**config.mk**
```make
export PLATFORM = sky130hd
export DESIGN_NAME = zorro3_autoconfig_host
export DESIGN_NICKNAME = d
export VERILOG_FILES = /design/src/rtl/zorro3_ac_pkg.sv /design/src/rtl/zorro3_cfg_cycle.sv /design/src/rtl/zorro3_autoconfig_host.sv
export SDC_FILE = /design/constraint.sdc
export NUM_CORES = 1
export LEC_CHECK = 0
export CORE_ASPECT_RATIO = 1.25
export CORE_MARGIN = 2
export CORE_UTILIZATION = 45
export DETAILED_ROUTE_END_ITERATION = 8
export GPL_ROUTABILITY_DRIVEN = 0
export GPL_TIMING_DRIVEN = 1
export MAX_ROUTING_LAYER = met4
export PLACE_DENSITY = 0.79
export RECOVER_POWER = 50
export SETUP_SLACK_MARGIN = 0.05
export SYNTH_ARGS = -nofsm -noshare
export SYNTH_HDL_FRONTEND = slang
export SYNTH_SLANG_ARGS = --single-unit
```
**constraint.sdc**
```tcl
create_clock -name CLK -period 10.9 [get_ports CLK]
set_clock_uncertainty 0.2 [all_clocks]
set_input_delay 1.635 -clock CLK [delete_from_list [all_inputs] [get_ports CLK]]
set_output_delay 1.635 -clock CLK [all_outputs]
set_load 0.005 [all_outputs]
```
**src/rtl/zorro3_ac_pkg.sv**
```systemverilog
// Shared types and constants for the Zorro III AutoConfig host.
// Includes the FSM states, the ROM read order and the config-space addressing helpers.
package zorro3_ac_pkg;

    typedef enum logic [3:0] {
        S_IDLE,
        S_ADDR,
        S_STROBE,
        S_RECOVER,
        S_DECIDE,
        S_WRITE_ADDR,
        S_WRITE_STROBE,
        S_WRITE_RECOVER,
        S_WAIT_CFG,
        S_FINISH
    } ac_state_t;

    typedef enum logic [1:0] {
        CYC_IDLE,
        CYC_ADDR,
        CYC_STROBE,
        CYC_RECOVER
    } cyc_phase_t;

    localparam int         NUM_READS  = 18;
    localparam logic [6:0] IDX_BASE   = 7'h22;
    localparam logic [6:0] IDX_SHUTUP = 7'h26;
    localparam logic [2:0] FC_DATA    = 3'b101;
    localparam logic [2:0] FC_NONE    = 3'b000;

    // ROM nibble order: 00..05, then 06/07 are skipped, then 08..13.
    function automatic logic [6:0] read_idx(input logic [4:0] seq);
        logic [6:0] idx;
        case (seq)
            5'd0:    idx = 7'h00;
            5'd1:    idx = 7'h01;
            5'd2:    idx = 7'h02;
            5'd3:    idx = 7'h03;
            5'd4:    idx = 7'h04;
            5'd5:    idx = 7'h05;
            5'd6:    idx = 7'h08;
            5'd7:    idx = 7'h09;
            5'd8:    idx = 7'h0A;
            5'd9:    idx = 7'h0B;
            5'd10:   idx = 7'h0C;
            5'd11:   idx = 7'h0D;
            5'd12:   idx = 7'h0E;
            5'd13:   idx = 7'h0F;
            5'd14:   idx = 7'h10;
            5'd15:   idx = 7'h11;
            5'd16:   idx = 7'h12;
            5'd17:   idx = 7'h13;
            default: idx = 7'h00;
        endcase
        return idx;
    endfunction

    function automatic logic [6:0] idx_to_addrl(input logic [6:0] idx);
        return {idx[0], idx[6:1]};
    endfunction

endpackage

```
**src/rtl/zorro3_cfg_cycle.sv**
```systemverilog
// Single config-space bus cycle: FC/address setup, FCS_n/DS_n strobe, one recovery cycle.
// A go during RECOVER chains straight into the next cycle with no idle gap.
module zorro3_cfg_cycle
    import zorro3_ac_pkg::*;
#(
    parameter int FC_SETUP      = 2,
    parameter int ACCESS_CYCLES = 3
) (
    input  logic       clk,
    input  logic       rst,
    input  logic       go,
    input  logic       rd,
    input  logic [6:0] idx,
    input  logic [3:0] wdata,
    input  logic [3:0] din,
    output logic       fcs_n,
    output logic       ds_n,
    output logic       read,
    output logic [2:0] fc,
    output logic [6:0] addrl,
    output logic [3:0] dout,
    output logic [3:0] rdata,
    output logic       setup_end,
    output logic       access_end,
    output logic       cyc_done
);

    localparam logic [3:0] SETUP_LAST  = 4'(FC_SETUP - 1);
    localparam logic [3:0] ACCESS_LAST = 4'(ACCESS_CYCLES - 1);

    cyc_phase_t phase, phase_next;
    logic [3:0] cnt, cnt_next;
    logic       rd_q;
    logic [6:0] idx_q;
    logic [3:0] wdata_q;
    logic       active;
    logic       accept;

    assign setup_end  = (phase == CYC_ADDR) && (cnt == SETUP_LAST);
    assign access_end = (phase == CYC_STROBE) && (cnt == ACCESS_LAST);
    assign cyc_done   = (phase == CYC_RECOVER);
    assign accept     = go && ((phase == CYC_IDLE) || (phase == CYC_RECOVER));

    always_comb begin
        phase_next = phase;
        cnt_next   = cnt;
        case (phase)
            CYC_IDLE: begin
                if (go) begin
                    phase_next = CYC_ADDR;
                    cnt_next   = 4'd0;
                end
            end
            CYC_ADDR: begin
                if (setup_end) begin
                    phase_next = CYC_STROBE;
                    cnt_next   = 4'd0;
                end else begin
                    cnt_next = cnt + 4'd1;
                end
            end
            CYC_STROBE: begin
                if (access_end) begin
                    phase_next = CYC_RECOVER;
                    cnt_next   = 4'd0;
                end else begin
                    cnt_next = cnt + 4'd1;
                end
            end
            CYC_RECOVER: begin
                phase_next = go ? CYC_ADDR : CYC_IDLE;
                cnt_next   = 4'd0;
            end
            default: begin
                phase_next = CYC_IDLE;
                cnt_next   = 4'd0;
            end
        endcase
    end

    always_ff @(posedge clk or posedge rst) begin
        if (rst) begin
            phase   <= CYC_IDLE;
            cnt     <= 4'd0;
            rd_q    <= 1'b1;
            idx_q   <= 7'h00;
            wdata_q <= 4'h0;
            rdata   <= 4'h0;
        end else begin
            phase <= phase_next;
            cnt   <= cnt_next;
            if (accept) begin
                rd_q    <= rd;
                idx_q   <= idx;
                wdata_q <= wdata;
            end
            if (access_end) begin
                rdata <= din;
            end
        end
    end

    always_comb begin
        active = (phase != CYC_IDLE);
        fcs_n  = (phase != CYC_STROBE);
        ds_n   = (phase != CYC_STROBE);
        read   = active ? rd_q : 1'b1;
        fc     = active ? FC_DATA : FC_NONE;
        addrl  = active ? idx_to_addrl(idx_q) : 7'h00;
        dout   = (active && !rd_q) ? wdata_q : 4'h0;
    end

endmodule

```
**src/rtl/zorro3_autoconfig_host.sv**
```systemverilog
// Host-side Zorro III AutoConfig initiator: reads the 18 ROM nibbles of the card on CFGIN_n,
// then writes its base nibble or shuts it up, and waits for the card's CFGOUT_n to fall.
module zorro3_autoconfig_host
    import zorro3_ac_pkg::*;
#(
    parameter int FC_SETUP       = 2,
    parameter int ACCESS_CYCLES  = 3,
    parameter int CFGOUT_TIMEOUT = 16
) (
    input  logic        CLK,
    input  logic        RESET,
    input  logic        start,
    input  logic [3:0]  base_nibble,
    input  logic        force_shutup,
    output logic        CFGIN_n,
    input  logic        CFGOUT_n,
    output logic        FCS_n,
    output logic        DS_n,
    output logic        READ,
    output logic [2:0]  FC,
    output logic [6:0]  ADDRL,
    output logic [3:0]  DOUT,
    input  logic [3:0]  DIN,
    output logic        busy,
    output logic        done,
    output logic        ok,
    output logic        err,
    output logic [7:0]  er_type,
    output logic [7:0]  prod_id,
    output logic [7:0]  er_flags,
    output logic [15:0] mfg_id,
    output logic [31:0] serial
);

    localparam int          TW        = $clog2(CFGOUT_TIMEOUT + 1);
    localparam logic [TW-1:0] WAIT_LAST = TW'(CFGOUT_TIMEOUT - 1);
    localparam logic [4:0]  LAST_SEQ  = 5'(NUM_READS - 1);

    ac_state_t     state, state_next;
    logic [4:0]    seq;
    logic          shutup_q;
    logic [3:0]    base_q;
    logic          write_base;
    logic [TW-1:0] wait_cnt;

    logic          go;
    logic          cyc_rd;
    logic [6:0]    cyc_idx;
    logic [3:0]    cyc_wdata;
    logic [3:0]    rdata;
    logic          setup_end;
    logic          access_end;
    logic          cyc_done;
    logic          choose_base;
    logic [3:0]    nib;

    // Only a genuine Z3 board (er_type[7:6] == 2'b10) gets a base address.
    assign choose_base = !shutup_q && (er_type[7:6] == 2'b10);
    assign nib         = (seq < 5'd2) ? rdata : ~rdata;

    zorro3_cfg_cycle #(
        .FC_SETUP      (FC_SETUP),
        .ACCESS_CYCLES (ACCESS_CYCLES)
    ) u_cycle (
        .clk        (CLK),
        .rst        (RESET),
        .go         (go),
        .rd         (cyc_rd),
        .idx        (cyc_idx),
        .wdata      (cyc_wdata),
        .din        (DIN),
        .fcs_n      (FCS_n),
        .ds_n       (DS_n),
        .read       (READ),
        .fc         (FC),
        .addrl      (ADDRL),
        .dout       (DOUT),
        .rdata      (rdata),
        .setup_end  (setup_end),
        .access_end (access_end),
        .cyc_done   (cyc_done)
    );

    always_comb begin
        state_next = state;
        go         = 1'b0;
        cyc_rd     = 1'b1;
        cyc_idx    = read_idx(5'd0);
        cyc_wdata  = 4'h0;
        case (state)
            S_IDLE: begin
                if (start) begin
                    state_next = S_ADDR;
                    go         = 1'b1;
                end
            end
            S_ADDR:   if (setup_end)  state_next = S_STROBE;
            S_STROBE: if (access_end) state_next = S_RECOVER;
            S_RECOVER: begin
                if (seq == LAST_SEQ) begin
                    state_next = S_DECIDE;
                end else begin
                    state_next = S_ADDR;
                    go         = 1'b1;
                    cyc_idx    = read_idx(seq + 5'd1);
                end
            end
            S_DECIDE: begin
                state_next = S_WRITE_ADDR;
                go         = 1'b1;
                cyc_rd     = 1'b0;
                cyc_idx    = choose_base ? IDX_BASE : IDX_SHUTUP;
                cyc_wdata  = choose_base ? base_q : 4'h0;
            end
            S_WRITE_ADDR:    if (setup_end)  state_next = S_WRITE_STROBE;
            S_WRITE_STROBE:  if (access_end) state_next = S_WRITE_RECOVER;
            S_WRITE_RECOVER: state_next = S_WAIT_CFG;
            S_WAIT_CFG: begin
                if (!CFGOUT_n || (wait_cnt == WAIT_LAST)) state_next = S_FINISH;
            end
            S_FINISH: state_next = S_IDLE;
            default:  state_next = S_IDLE;
        endcase
    end

    always_ff @(posedge CLK or posedge RESET) begin
        if (RESET) begin
            state      <= S_IDLE;
            seq        <= 5'd0;
            shutup_q   <= 1'b0;
            base_q     <= 4'h0;
            write_base <= 1'b0;
            wait_cnt   <= '0;
            ok         <= 1'b0;
            err        <= 1'b0;
            er_type    <= 8'h00;
            prod_id    <= 8'h00;
            er_flags   <= 8'h00;
            mfg_id     <= 16'h0000;
            serial     <= 32'h0000_0000;
        end else begin
            state <= state_next;
            case (state)
                S_IDLE: begin
                    if (start) begin
                        seq      <= 5'd0;
                        shutup_q <= force_shutup;
                        base_q   <= base_nibble;
                        ok       <= 1'b0;
                        err      <= 1'b0;
                        er_type  <= 8'h00;
                        prod_id  <= 8'h00;
                        er_flags <= 8'h00;
                        mfg_id   <= 16'h0000;
                        serial   <= 32'h0000_0000;
                    end
                end
                S_RECOVER: begin
                    // Fields fill MSB nibble first, so a left shift lands each nibble in place.
                    if (cyc_done) begin
                        if (seq < 5'd2)       er_type  <= {er_type[3:0], nib};
                        else if (seq < 5'd4)  prod_id  <= {prod_id[3:0], nib};
                        else if (seq < 5'd6)  er_flags <= {er_flags[3:0], nib};
                        else if (seq < 5'd10) mfg_id   <= {mfg_id[11:0], nib};
                        else                  serial   <= {serial[27:0], nib};
                    end
                    if (seq != LAST_SEQ) seq <= seq + 5'd1;
                end
                S_DECIDE:        write_base <= choose_base;
                S_WRITE_RECOVER: wait_cnt   <= '0;
                S_WAIT_CFG: begin
                    if (!CFGOUT_n) begin
                        ok  <= write_base;
                        err <= 1'b0;
                    end else if (wait_cnt == WAIT_LAST) begin
                        ok  <= 1'b0;
                        err <= 1'b1;
                    end else begin
                        wait_cnt <= wait_cnt + 1'b1;
                    end
                end
                default: ;
            endcase
        end
    end

    always_comb begin
        busy    = (state != S_IDLE) && (state != S_FINISH);
        done    = (state == S_FINISH);
        CFGIN_n = !busy;
    end

endmodule

```
* Yosys cells after proc, flatten, opt, wreduce, memory -nomap -nowiden
Memories as Yosys holds them, arrays and structs flattened.
Cells that the tools add are included.
** Storage, ports and cells
- Output and inout port bits :: 94
- Memories kept :: 1
- Memory bits (read-only) :: 160
- Logic and storage cells :: 171
- Register bits after elaboration :: 116
** Operators by class
- Eq/ne operators :: 42
- Mux-type cells :: 71
- Order comparisons :: 4
- Reduce and logical (&&, ||, !) cells :: 30
- Bitwise gates (word level) :: 1
- Add/sub/neg operators :: 3
** Memories
- (name not given) :: words 32, bits a word 5, read ports 1, clocked after Yosys merged registers in 0, write ports 0, line zorro3_ac_pkg.sv:34 : case (seq)
** Operator list (count)
- $mux 32 :: 6
- $mux 16 :: 6
- $mux 8 :: 10
- $pmux 32 s2 :: 1
- $mux 4 :: 13
- $pmux 8 s2 :: 3
- $ne 2x2->1 const B :: 21
- $pmux 4 s9 :: 1
- $pmux 16 s2 :: 1
- $mux 5 :: 4
- $pmux 5 s2 :: 2
- $eq 4x3->1 const B :: 4
- $pmux 4 s4 :: 1
- $mux 7 :: 2
- $pmux 7 s2 :: 1
- $reduce_and 7->1 :: 2
- $eq 4x2->1 const B :: 3
- $reduce_and 3->1 :: 4
- $reduce_and 6->1 :: 2
- $add 5x1->5 const B :: 2
- $lt 5x3->1 const B :: 2
- $mux 1 :: 10
- $mux 3 :: 3
- $eq 4x1->1 const B :: 2
- 27 further kinds :: 45

* Longest topological paths before layout
Gate-level depths: netlist (run 1).
- Depth after elaboration :: 8
- Depth in mapped cells :: 8
- Gate-level depth less buffers :: 7

* Cells and area by module
A second synthesis (run 1) with hierarchy kept.
** Second synthesis, totals
- Cell total of the unflattened synthesis :: 501
- Area total of the unflattened synthesis :: 5429.0 sq um
** Modules (own cells, without submodules)
- zorro3_autoconfig_host :: area each 4237.8 sq um, cells an instance 397, instances 1
- zorro3_cfg_cycle :: area each 1191.1 sq um, cells an instance 104, instances 1

* Least setup slack after synthesis (run 1)
OpenSTA, ideal clock, no wires.
- Path type :: in2reg
- From :: in start
- To :: reg serial[0]
- Data arrival time :: 2781 ps
- Cell stages on the path :: 5
- Slack :: 7794 ps
- Required time :: 10575 ps
- Cell sequence :: or3b_1 a21boi_1 o21ai_1 clkbuf_1 mux2_2
** Between the ends
- Cells in the longest elaborated chain, start to end :: 2
** RTL lines
- start: declaration :: line zorro3_autoconfig_host.sv:12 : input logic start,
- $ne 2x2->1 (no line)
- $reduce_and 7->1 (no line)
- end signal: assignment :: line zorro3_autoconfig_host.sv:165 : else serial <= {serial[27:0], nib};
- end: declaration :: line zorro3_autoconfig_host.sv:32 : output logic [31:0] serial
Every way passes these cells.
A chain may end at the register's enable or synchronous reset.

* Worst setup path in the final report (run 1)
- From :: reg u_cycle.phase[0]
- To :: out DOUT[1]
** Between the ends
- Cells in the longest elaborated chain, start to end :: 3
** RTL lines
- start: declaration :: line zorro3_cfg_cycle.sv:31 : cyc_phase_t phase, phase_next;
- start signal: assignment :: line zorro3_cfg_cycle.sv:90 : phase <= phase_next;
- $reduce_bool 2->1 :: line zorro3_cfg_cycle.sv:104 : active = (phase != CYC_IDLE);
- $logic_and 1x1->1 :: line zorro3_cfg_cycle.sv:110 : dout = (active && !rd_q) ? wdata_q : 4'h0;
- $mux 4 :: line zorro3_cfg_cycle.sv:110
- end: declaration :: line zorro3_autoconfig_host.sv:22 : output logic [3:0] DOUT,
Every way passes these cells.

==> impl_metrics.tcl, run 1 <==
set metrics [dict create \
    irDropWorstVdd_uv 95.4 \
    fin_setup_tns_ns 0 \
    cts_setup_buffers 0 \
    fp-row-count 44 \
    p_leak_nw 3.23 \
    cts_root_buffer "clkbuf_16" \
    hpwl_um 8160 \
    fin_crit_ns 4.07 \
    mostFrequentLayoutCell "dfrtp_1" \
    critPathCaptureType "output pin" \
    most-common-layout-cells "dfrtp_1, dlygate4sd3_1, nand2_1" \
    setup_viol 0 \
    synth_top_cell_by_area "dfrtp_1" \
    yosysWarnings 0 \
    via_count 4070 \
    grt_overflow 0 \
    initial_utilization_pct 45.8 \
    ff_latch_area_mm2 0.00288 \
    worstPathCellList "inv_1, ha_1, nor2_1, and2_1, clkdlybuf4s50_1" \
    via_per_inst 5.49 \
    cp_slowest_stage_delay_ns 0.50 \
    die_area_mm2 0.0127 \
    tightestPinTransition_ns 1.62 \
    multi_input_area_mm2 0.00217 \
    path_max_fanout 11 \
    wire_per_inst_um 15.8 \
    fillerInstances 909 \
    drt-pass1-iter-count 5 \
    port_buffers 104 \
    die_w_um 101 \
    status "complete, but fails checks" \
    holdBufCountCts 0 \
    worstSetupStartpointType "register" \
    synth.distinct_cells 56 \
    hold_path.class "register to register" \
    period_share_pct 37.4 \
    worst_path_max_delay_cell "clkdlybuf4s50_1" \
    power_density_mw_per_mm2 149 \
    synth.avg_cell_area_um2 10.7 \
    grt_max_degree 81 \
    die_h_um 125 \
    cts_max_level 4 \
    core_mm2 0.0116 \
    synthFlopType "dfrtp_1" \
    grt_pass1_vias 3868 \
    grt.total_usage_pct 19.6 \
    rsz0062_at_grt "false" \
    drc 0 \
    violations "max-capacitance violations, max-slew violations" \
    finalNetCount 617 \
    stdcell_count 742 \
    synth_edf_count 0 \
    areaGrowthSynthToFinish_pct 31.3 \
    cts_num_sinks 115 \
    ys_ff_latch 115 \
    boundaryPins 107 \
    clk_latency_ns 0.40 \
    drtAntennaViolNets 0 \
    grt_pass1_wl_um 19200 \
    slew_violations 37 \
    cts_made_buffers 17 \
    hold_viol 0 \
    postSynthCellCount 495 \
    max_slew_margin_pct -8.83 \
    ys_seq_area_share_pct 54.4 \
    antenna_found_initial 0 \
    drive_above_1_share_pct 11.1 \
    critical_path_arrival_ns 2.24 \
    drtIter0Drc 314 \
    critPathTopFamily "buffers and inverters" \
    dp_cells 711 \
    maxCapViolCount 1 \
    crit_required_ns 9.07 \
    cts.path.max_buffers 2 \
    clkTransAtPathRegs_ns 0.05 \
    antenna_cells 0 \
    synth_area_mm2 0.00529 \
    cts_tree "done" \
    ys_async_sr_fraction_pct 100 \
    post_cts_resized 0 \
    wl_um 11700 \
    post-synth-top-area-fraction_pct 53.9 \
    yosys-top-cells-area "dfrtp_1, mux2_2, nand2_1, a22o_1, o21ai_0" \
    crit_buf_inv 2 \
    fmax_mhz 246 \
    criticalPathCategory "register to output pin" \
]
state kept, by name, indices dropped and copies added (netlist names), 2 cells and up:
signal and cells:
serial 32, mfg_id 16, er_flags 8, er_type 8, prod_id 8, u_cycle.idx_q 6
seq 5, wait_cnt 5, base_q 4, state 4, u_cycle.cnt 4, u_cycle.rdata 4
u_cycle.wdata_q 4, u_cycle.phase 2
layout make-up:
type	count	share of cell area (%)
well taps	138	2.48
flip-flops and latches	115	41.4
clock buffers	21	6.48
clock inverters	10	2.27
multi-input cells	335	31.2
repair buffers	107	15.3
inverters	16	0.882
power by group:
part,switching [W],internal (W),leakage (nW)
Combinational,0.0000136,0.0000149,1.44
Sequential,0.00000525,0.000434,1.50
Clock,0.000183,0.000385,0.289
synth_stat cells, drive strengths merged (2+ instances only):
| cell | n |
|---|---|
| and3 | 6 |
| or2 | 2 |
| a21boi | 3 |
| o221ai | 2 |
| or3 | 2 |
| xor2 | 6 |
| or3b | 2 |
| nand4 | 2 |
| clkbuf | 11 |
| dfrtp | 114 |
| nor3b | 2 |
| xnor2 | 5 |
| o31ai | 7 |
| o211ai | 3 |
| inv | 16 |
| a22o | 33 |
| a21oi | 9 |
| ha | 12 |
| and2 | 8 |
| nor3 | 5 |
| buf | 19 |
| mux2 | 27 |
| nor4 | 2 |
| nand3 | 17 |
| nor2 | 20 |
| o21ai | 44 |
| nor2b | 8 |
| nand3b | 7 |
| o22ai | 2 |
| nand2 | 80 |
| a21o | 4 |
per-stage QoR:
| step | utilization [%] | hold WS [ns] | area, um^2 | power [W] | setup slack, ns |
|---|---|---|---|---|---|
| after floorplan | - | 0.241 | 5300 | 0.000458 | 6.02 |
| after global routing | 60.1 | 0.296 | 6950 | 0.00107 | 6.55 |
| after detailed placement | 55.2 | 0.266 | 6380 | 0.000478 | 6.92 |
| final | 60.1 | 0.274 | 6950 | 0.00104 | 6.83 |
| after CTS | 60.4 | 0.279 | 6990 | 0.00105 | 6.79 |
| after global placement | 55.2 | 0.259 | 6380 | 0.000477 | 6.94 |
final timing paths:
| path | startpoint | endpoint | slack [ns] | cells after the start |
|---|---|---|---|---|
| min in group asynchronous | RESET | base_q[0]$_DFFE_PP0P_ | 1.89 | 2 |
| max | u_cycle.phase[0]$_DFFE_PP0P_ | DOUT[1] | 6.83 | 5 |
| max reg2reg | state[1]$_DFFE_PP0P_ | u_cycle.cnt[3]$_DFFE_PP0P_ | 7.83 | 6 |
| min reg2reg | mfg_id[13]$_DFFE_PP0P_ | mfg_id[13]$_DFFE_PP0P_ | 0.27 | 2 |
| min | mfg_id[13]$_DFFE_PP0P_ | mfg_id[13]$_DFFE_PP0P_ | 0.27 | 2 |
| max in group asynchronous | RESET | mfg_id[10]$_DFFE_PP0P_ | 7.01 | 3 |
routing by layer:
metal,share of wire [%],GRT usage (%)
met5,0,-
met2,51,31.1
met3,4.3,4.36
met1,44,24.8
met4,1.5,6.76
tightest hold or removal path, stage by stage (launching register included):
cell     delay [ns]
dfrtp_1        0.33
nand2_1        0.05
o21ai_0        0.06
kinds of logic (layout without fill, tap and decap cells):
group / after synthesis / in the layout / share of synthesized area (%)
compound gates: 115 / 115 / 15.2
xor+xnor: 11 / 11 / 1.82
fa+ha+maj: 12 / 12 / 2.84
buf+inv: 46 / 154 / 4.23
flops: 115 / 115 / 54.4
mux: 27 / 27 / 5.74
other cells: 1 / 2 / 0.0708
simple gates: 168 / 168 / 15.7
Note: power is estimated with default switching activity, not from simulation.
==> inputs of run 2 (changes only) <==
==> constraint.sdc (replaced) <==
create_clock -name CLK -period 3.9 [get_ports CLK]
set_clock_uncertainty 0.2 [all_clocks]
set_input_delay 0.585 -clock CLK [delete_from_list [all_inputs] [get_ports CLK]]
set_output_delay 0.585 -clock CLK [all_outputs]
set_load 0.005 [all_outputs]
==> impl_metrics.tcl, run 2 (same netlist as run 1, synthesis figures left out) <==
set metrics [dict create \
    status "complete, no violations" \
    areaGrowthSynthToFinish_pct 32.9 \
    post_cts_resized 0 \
    grt_pass1_vias 4192 \
    path_max_fanout 19 \
    antenna_cells 0 \
    max_slew_margin_pct 32.1 \
    cts_max_level 4 \
    cts_num_sinks 115 \
    fin_ws_ns 0.837 \
    clkTransAtPathRegs_ns 0.06 \
    drc 0 \
    drtAntennaViolNets 0 \
    fin_crit_ns 3.06 \
    ff_latch_area_mm2 0.00288 \
    via_count 4129 \
    worstPathCellList "nor2_1, a21boi_0, clkdlybuf4s50_1" \
    finalNetCount 619 \
    die_w_um 101 \
    wl_um 12000 \
    fin_setup_tns_ns 0 \
    critPathCaptureType "output pin" \
    boundaryPins 107 \
    holdBufCountCts 0 \
    cts_tree "done" \
    tightestPinTransition_ns 1.02 \
    cts_made_buffers 17 \
    die_h_um 125 \
    ff2ff_setup_slack_ns 0.90 \
    clk_latency_ns 0.41 \
    setup_viol 0 \
    port_buffers 104 \
    wire_per_inst_um 16.1 \
    final_cell_area_mm2 0.00703 \
    p_leak_nw 3.21 \
    grt_overflow 0 \
    hpwl_um 8330 \
    mostFrequentLayoutCell "dfrtp_1" \
    power_density_mw_per_mm2 428 \
    whs_ns 0.272 \
    most-common-layout-cells "dfrtp_1, nand2_1, clkdlybuf4s50_1" \
    grt_pass1_wl_um 20300 \
    fmax_mhz 327 \
    initial_utilization_pct 45.8 \
    hold_path.class "register to register" \
    drt-pass1-iter-count 5 \
    critPathTopFamily "flip-flops" \
    worstSetupStartpointType "register" \
    slew_violations 0 \
    criticalPathCategory "register to output pin" \
    top_regs "serial x32, mfg_id x16" \
    via_per_inst 5.54 \
    worst_path_max_delay_cell "dfrtp_1" \
    cts.path.max_buffers 2 \
    cts_setup_buffers 0 \
    antenna_found_initial 0 \
    fp-row-count 44 \
    largest_register "serial" \
    die_area_mm2 0.0127 \
    drtIter0Drc 269 \
    crit_buf_inv 1 \
    cts_root_buffer "clkbuf_16" \
    hold_viol 0 \
    critical_path_arrival_ns 2.28 \
    core_mm2 0.0116 \
    rsz0062_at_grt "false" \
    maxCapViolCount 0 \
    dp_cells 713 \
    largest_reg_flops 32 \
    multi_input_area_mm2 0.00220 \
    drive_above_1_share_pct 12.2 \
    crit_required_ns 3.12 \
    period_share_pct 78.5 \
    fillerInstances 909 \
    cp_slowest_stage_delay_ns 0.57 \
    stdcell_count 745 \
    irDropWorstVdd_uv 281 \
    grt.total_usage_pct 20.8 \
    place_area_mm2 0.00639 \
    dp_slack_ns 0.962 \
    grt_max_degree 72 \
]
==> run 2: cell types whose count changed in the layout (fill, tap and decap cells not counted), sizes merged <==
cell | previous run | this run
clkdlybuf4s50 | 23 | 64
dlygate4sd3 | 81 | 40
clkinv | 3 | 5
clkinvlp | 4 | 2
inv | 15 | 17
buf | 3 | 2
bufinv | 4 | 5
clkbuf | 21 | 22
==> run 2: worst paths after layout <==
path | startpoint | end | cells past startpoint
setup / recovery | state[1]$_DFFE_PP0P_ | CFGIN_n | 3
hold / removal | u_cycle.wdata_q[3]$_DFFE_PP0P_ | u_cycle.wdata_q[3]$_DFFE_PP0P_ | 2
setup reg to reg | state[1]$_DFFE_PP0P_ | serial[9]$_DFFE_PP0P_ | 4
hold reg to reg | u_cycle.wdata_q[3]$_DFFE_PP0P_ | u_cycle.wdata_q[3]$_DFFE_PP0P_ | 2
max in group asynchronous | RESET | serial[18]$_DFFE_PP0P_ | 3
min in group asynchronous | RESET | serial[11]$_DFFE_PP0P_ | 2
==> run 2: cell type report <==
class | instances | area share [%]
clock buffer | 19 | 6.30
multi-input combinational | 335 | 31.3
sequential | 115 | 40.9
clock inverter | 13 | 2.94
inverter | 16 | 0.890
timing repair buffer | 109 | 15.2
tap | 138 | 2.46
==> run 2: power by group <==
part	internal [W]	switching [W]	total [W]
sequential	0.00121	0.0000148	0.00123
combinational	0.0000462	0.0000392	0.0000855
clock	0.00115	0.000548	0.00170
total	0.00241	0.000602	0.00301
==> run 2: layer usage <==
metal | up-vias | global-route usage [%] | routed length [um] | share of wire, %
met4 | 0 | 7.71 | 235 | 2.0
li1 | 1937 | - | - | -
met1 | 2038 | 25.6 | 5180 | 43
met3 | 22 | 5.31 | 508 | 4.2
met2 | 132 | 33.0 | 6050 | 51
met5 | - | - | 0 | 0
==> run 2: worst reg2reg max path: stages (launching register included) <==
cell      delay (ns)
dfrtp_1         0.67
and4bb_1        0.64
buf_4           0.33
and3_1          0.84
a22o_1          0.26
==> run 2: through the flow <==
stage | util (%) | power, W
after floorplan | - | 0.00128
after global placement | 55.3 | 0.00133
after detailed placement | 55.3 | 0.00134
after CTS | 60.9 | 0.00304
after global routing | 60.8 | 0.00310
final | 60.8 | 0.00301
==> inputs of run 3 (changes only) <==
==> constraint.sdc (replaced) <==
create_clock -name CLK -period 3.1 [get_ports CLK]
set_clock_uncertainty 0.2 [all_clocks]
set_input_delay 0.465 -clock CLK [delete_from_list [all_inputs] [get_ports CLK]]
set_output_delay 0.465 -clock CLK [all_outputs]
set_load 0.005 [all_outputs]
==> impl_metrics.tcl, run 3 (same netlist as run 1, synthesis figures left out) <==
set metrics [dict create \
    status "complete, but fails checks" \
    violations "max-capacitance violations, max-slew violations" \
    grt_max_degree 116 \
    slew_violations 116 \
    areaGrowthSynthToFinish_pct 33.0 \
    wire_per_inst_um 16.2 \
    most-common-layout-cells "dfrtp_1, nand2_1, clkdlybuf4s50_1" \
    antenna_cells 0 \
    wl_um 12100 \
    drtAntennaViolNets 0 \
    grt.total_usage_pct 20.5 \
    critPathTopFamily "buffers and inverters" \
    boundaryPins 107 \
    intPower_w 0.00294 \
    largest_reg_flops 32 \
    p_leak_nw 3.21 \
    sequentialPowerShare_pct 41.5 \
    p_sw_w 0.000781 \
    period_share_pct 91.1 \
    drt-pass1-iter-count 5 \
    power_density_mw_per_mm2 528 \
    cp-endpoint "DOUT[1]" \
    ff2ff_setup_slack_ns 0.30 \
    antenna_found_initial 0 \
    clkTransAtPathRegs_ns 0.06 \
    crit_cells 5 \
    die_h_um 125 \
    cts_made_buffers 17 \
    cts_tree "done" \
    core_mm2 0.0116 \
    setup_viol 0 \
    via_per_inst 5.50 \
    cp_slowest_stage_delay_ns 0.49 \
    maxCapViolCount 1 \
    fin_setup_tns_ns 0 \
    startpoint "u_cycle.phase[0]$_DFFE_PP0P_" \
    drc 0 \
    fin_crit_ns 2.82 \
    criticalPathCategory "register to output pin" \
    critical_path_arrival_ns 2.16 \
    irDropWorstVdd_uv 335 \
    cts_setup_buffers 0 \
    initial_utilization_pct 45.8 \
    clk_latency_ns 0.41 \
    grt_pass1_vias 3982 \
    max_slew_margin_pct -2.06 \
    reg2reg_depth 3 \
    die_area_mm2 0.0127 \
    crit_required_ns 2.43 \
    drive_above_1_share_pct 13.2 \
    crit_buf_inv 2 \
    largest_register "serial" \
    hpwl_um 8360 \
    cts_root_buffer "clkbuf_16" \
    worstReg2RegStart "state[1]$_DFFE_PP0P_" \
    total_power_w 0.00372 \
    holdBufCountCts 0 \
    post_cts_resized 0 \
    grt_pass1_wl_um 19700 \
    top_regs "serial x32, mfg_id x16" \
    via_count 4123 \
    rsz0062_at_grt "false" \
    grt_overflow 0 \
    drtIter0Drc 201 \
    worstPathCellList "inv_1, ha_1, nor2_2, and2_1, clkdlybuf4s50_1" \
    whs_ns 0.274 \
    swShare_pct 21.0 \
    cts_num_sinks 115 \
    cts.path.max_buffers 2 \
    hold_path.class "register to register" \
    fp-row-count 44 \
    mostFrequentLayoutCell "dfrtp_1" \
    die_w_um 101 \
    final_cell_area_mm2 0.00704 \
    tightestPinTransition_ns 1.53 \
    critPathCaptureType "output pin" \
    worst_path_max_delay_cell "clkdlybuf4s50_1" \
    fmax_mhz 354 \
    place_area_mm2 0.00645 \
    comb_power_share_pct 2.9 \
    hold_viol 0 \
    port_buffers 104 \
    worstSetupStartpointType "register" \
    cts_max_level 4 \
    r2r_end "serial[0]$_DFFE_PP0P_" \
    path_max_fanout 11 \
    finalNetCount 624 \
    power_frac_clock_pct 55.5 \
]
-- run 3: cell count changes in the layout (fill, tap and decap cells not counted), sizes merged --
cell,previous run,this run
clkdlybuf4s50,64,74
buf,2,7
bufinv,5,4
clkinvlp,2,3
clkbuf,22,21
inv,17,18
dlygate4sd3,40,30
-- run 3: how the worst min path moves through the flow --
| stage | start | endpoint | slack [ns] | depth (start not counted) |
|---|---|---|---|---|
| final | mfg_id[13]$_DFFE_PP0P_ | mfg_id[13]$_DFFE_PP0P_ | 0.27 | 2 |
| after global routing | mfg_id[13]$_DFFE_PP0P_ | mfg_id[13]$_DFFE_PP0P_ | 0.30 | 2 |
| after CTS | u_cycle.wdata_q[0]$_DFFE_PP0P_ | u_cycle.wdata_q[0]$_DFFE_PP0P_ | 0.28 | 2 |
| after detailed placement | u_cycle.wdata_q[0]$_DFFE_PP0P_ | u_cycle.wdata_q[0]$_DFFE_PP0P_ | 0.27 | 2 |
| after global placement | u_cycle.wdata_q[3]$_DFFE_PP0P_ | u_cycle.wdata_q[3]$_DFFE_PP0P_ | 0.26 | 2 |
| after floorplan | u_cycle.idx_q[0]$_DFFE_PP0P_ | u_cycle.idx_q[0]$_DFFE_PP0P_ | 0.24 | 2 |
-- run 3: cell type report --
cell class | count | area [um^2]
Multi-Input combinational cell | 335 | 2190
Inverter | 16 | 63.8
Clock inverter | 14 | 201
Fill cell | 912 | 4520
Timing Repair Buffer | 114 | 1110
Sequential cell | 115 | 2880
Tap cell | 138 | 173
Clock buffer | 18 | 429
-- run 3: metrics by stage --
step	std cells	worst slack, ns	utilization, %
finish	750	0.276	60.9
global route	750	0.0908	60.9
CTS	750	0.143	61.2
detailed placement	718	0.352	55.8
global placement	718	0.362	55.8
floorplan	496	0.864	-
-- run 3: worst reg2reg max path: cells and delay by family (launching register included) --
kind             cells  cell delay [ns]
flip-flops           1             0.65
AO/OA/AOI/OAI        1             1.08
AND/OR/NAND/NOR      1             0.32
multiplexers         1             0.43
-- run 3: routing by layer --
| metal | routed length (um) | part of all wire [%] | global-route usage [%] |
|---|---|---|---|
| met1 | 5080 | 42 | 24.8 |
| met2 | 6260 | 52 | 32.9 |
| met3 | 563 | 4.6 | 5.48 |
| met4 | 210 | 1.7 | 7.31 |
| met5 | 0 | 0 | - |
-- run 3: power groups by stage --
stage	sequential, W	combinational [W]	clock [W]
2_1_floorplan	0.00157	0.0000450	0
3_3_place_gp	0.00157	0.000112	0
3_5_place_dp	0.00157	0.000116	0
4_1_cts	0.00154	0.000116	0.00209
5_1_grt	0.00155	0.000121	0.00217
6_report	0.00154	0.000109	0.00207
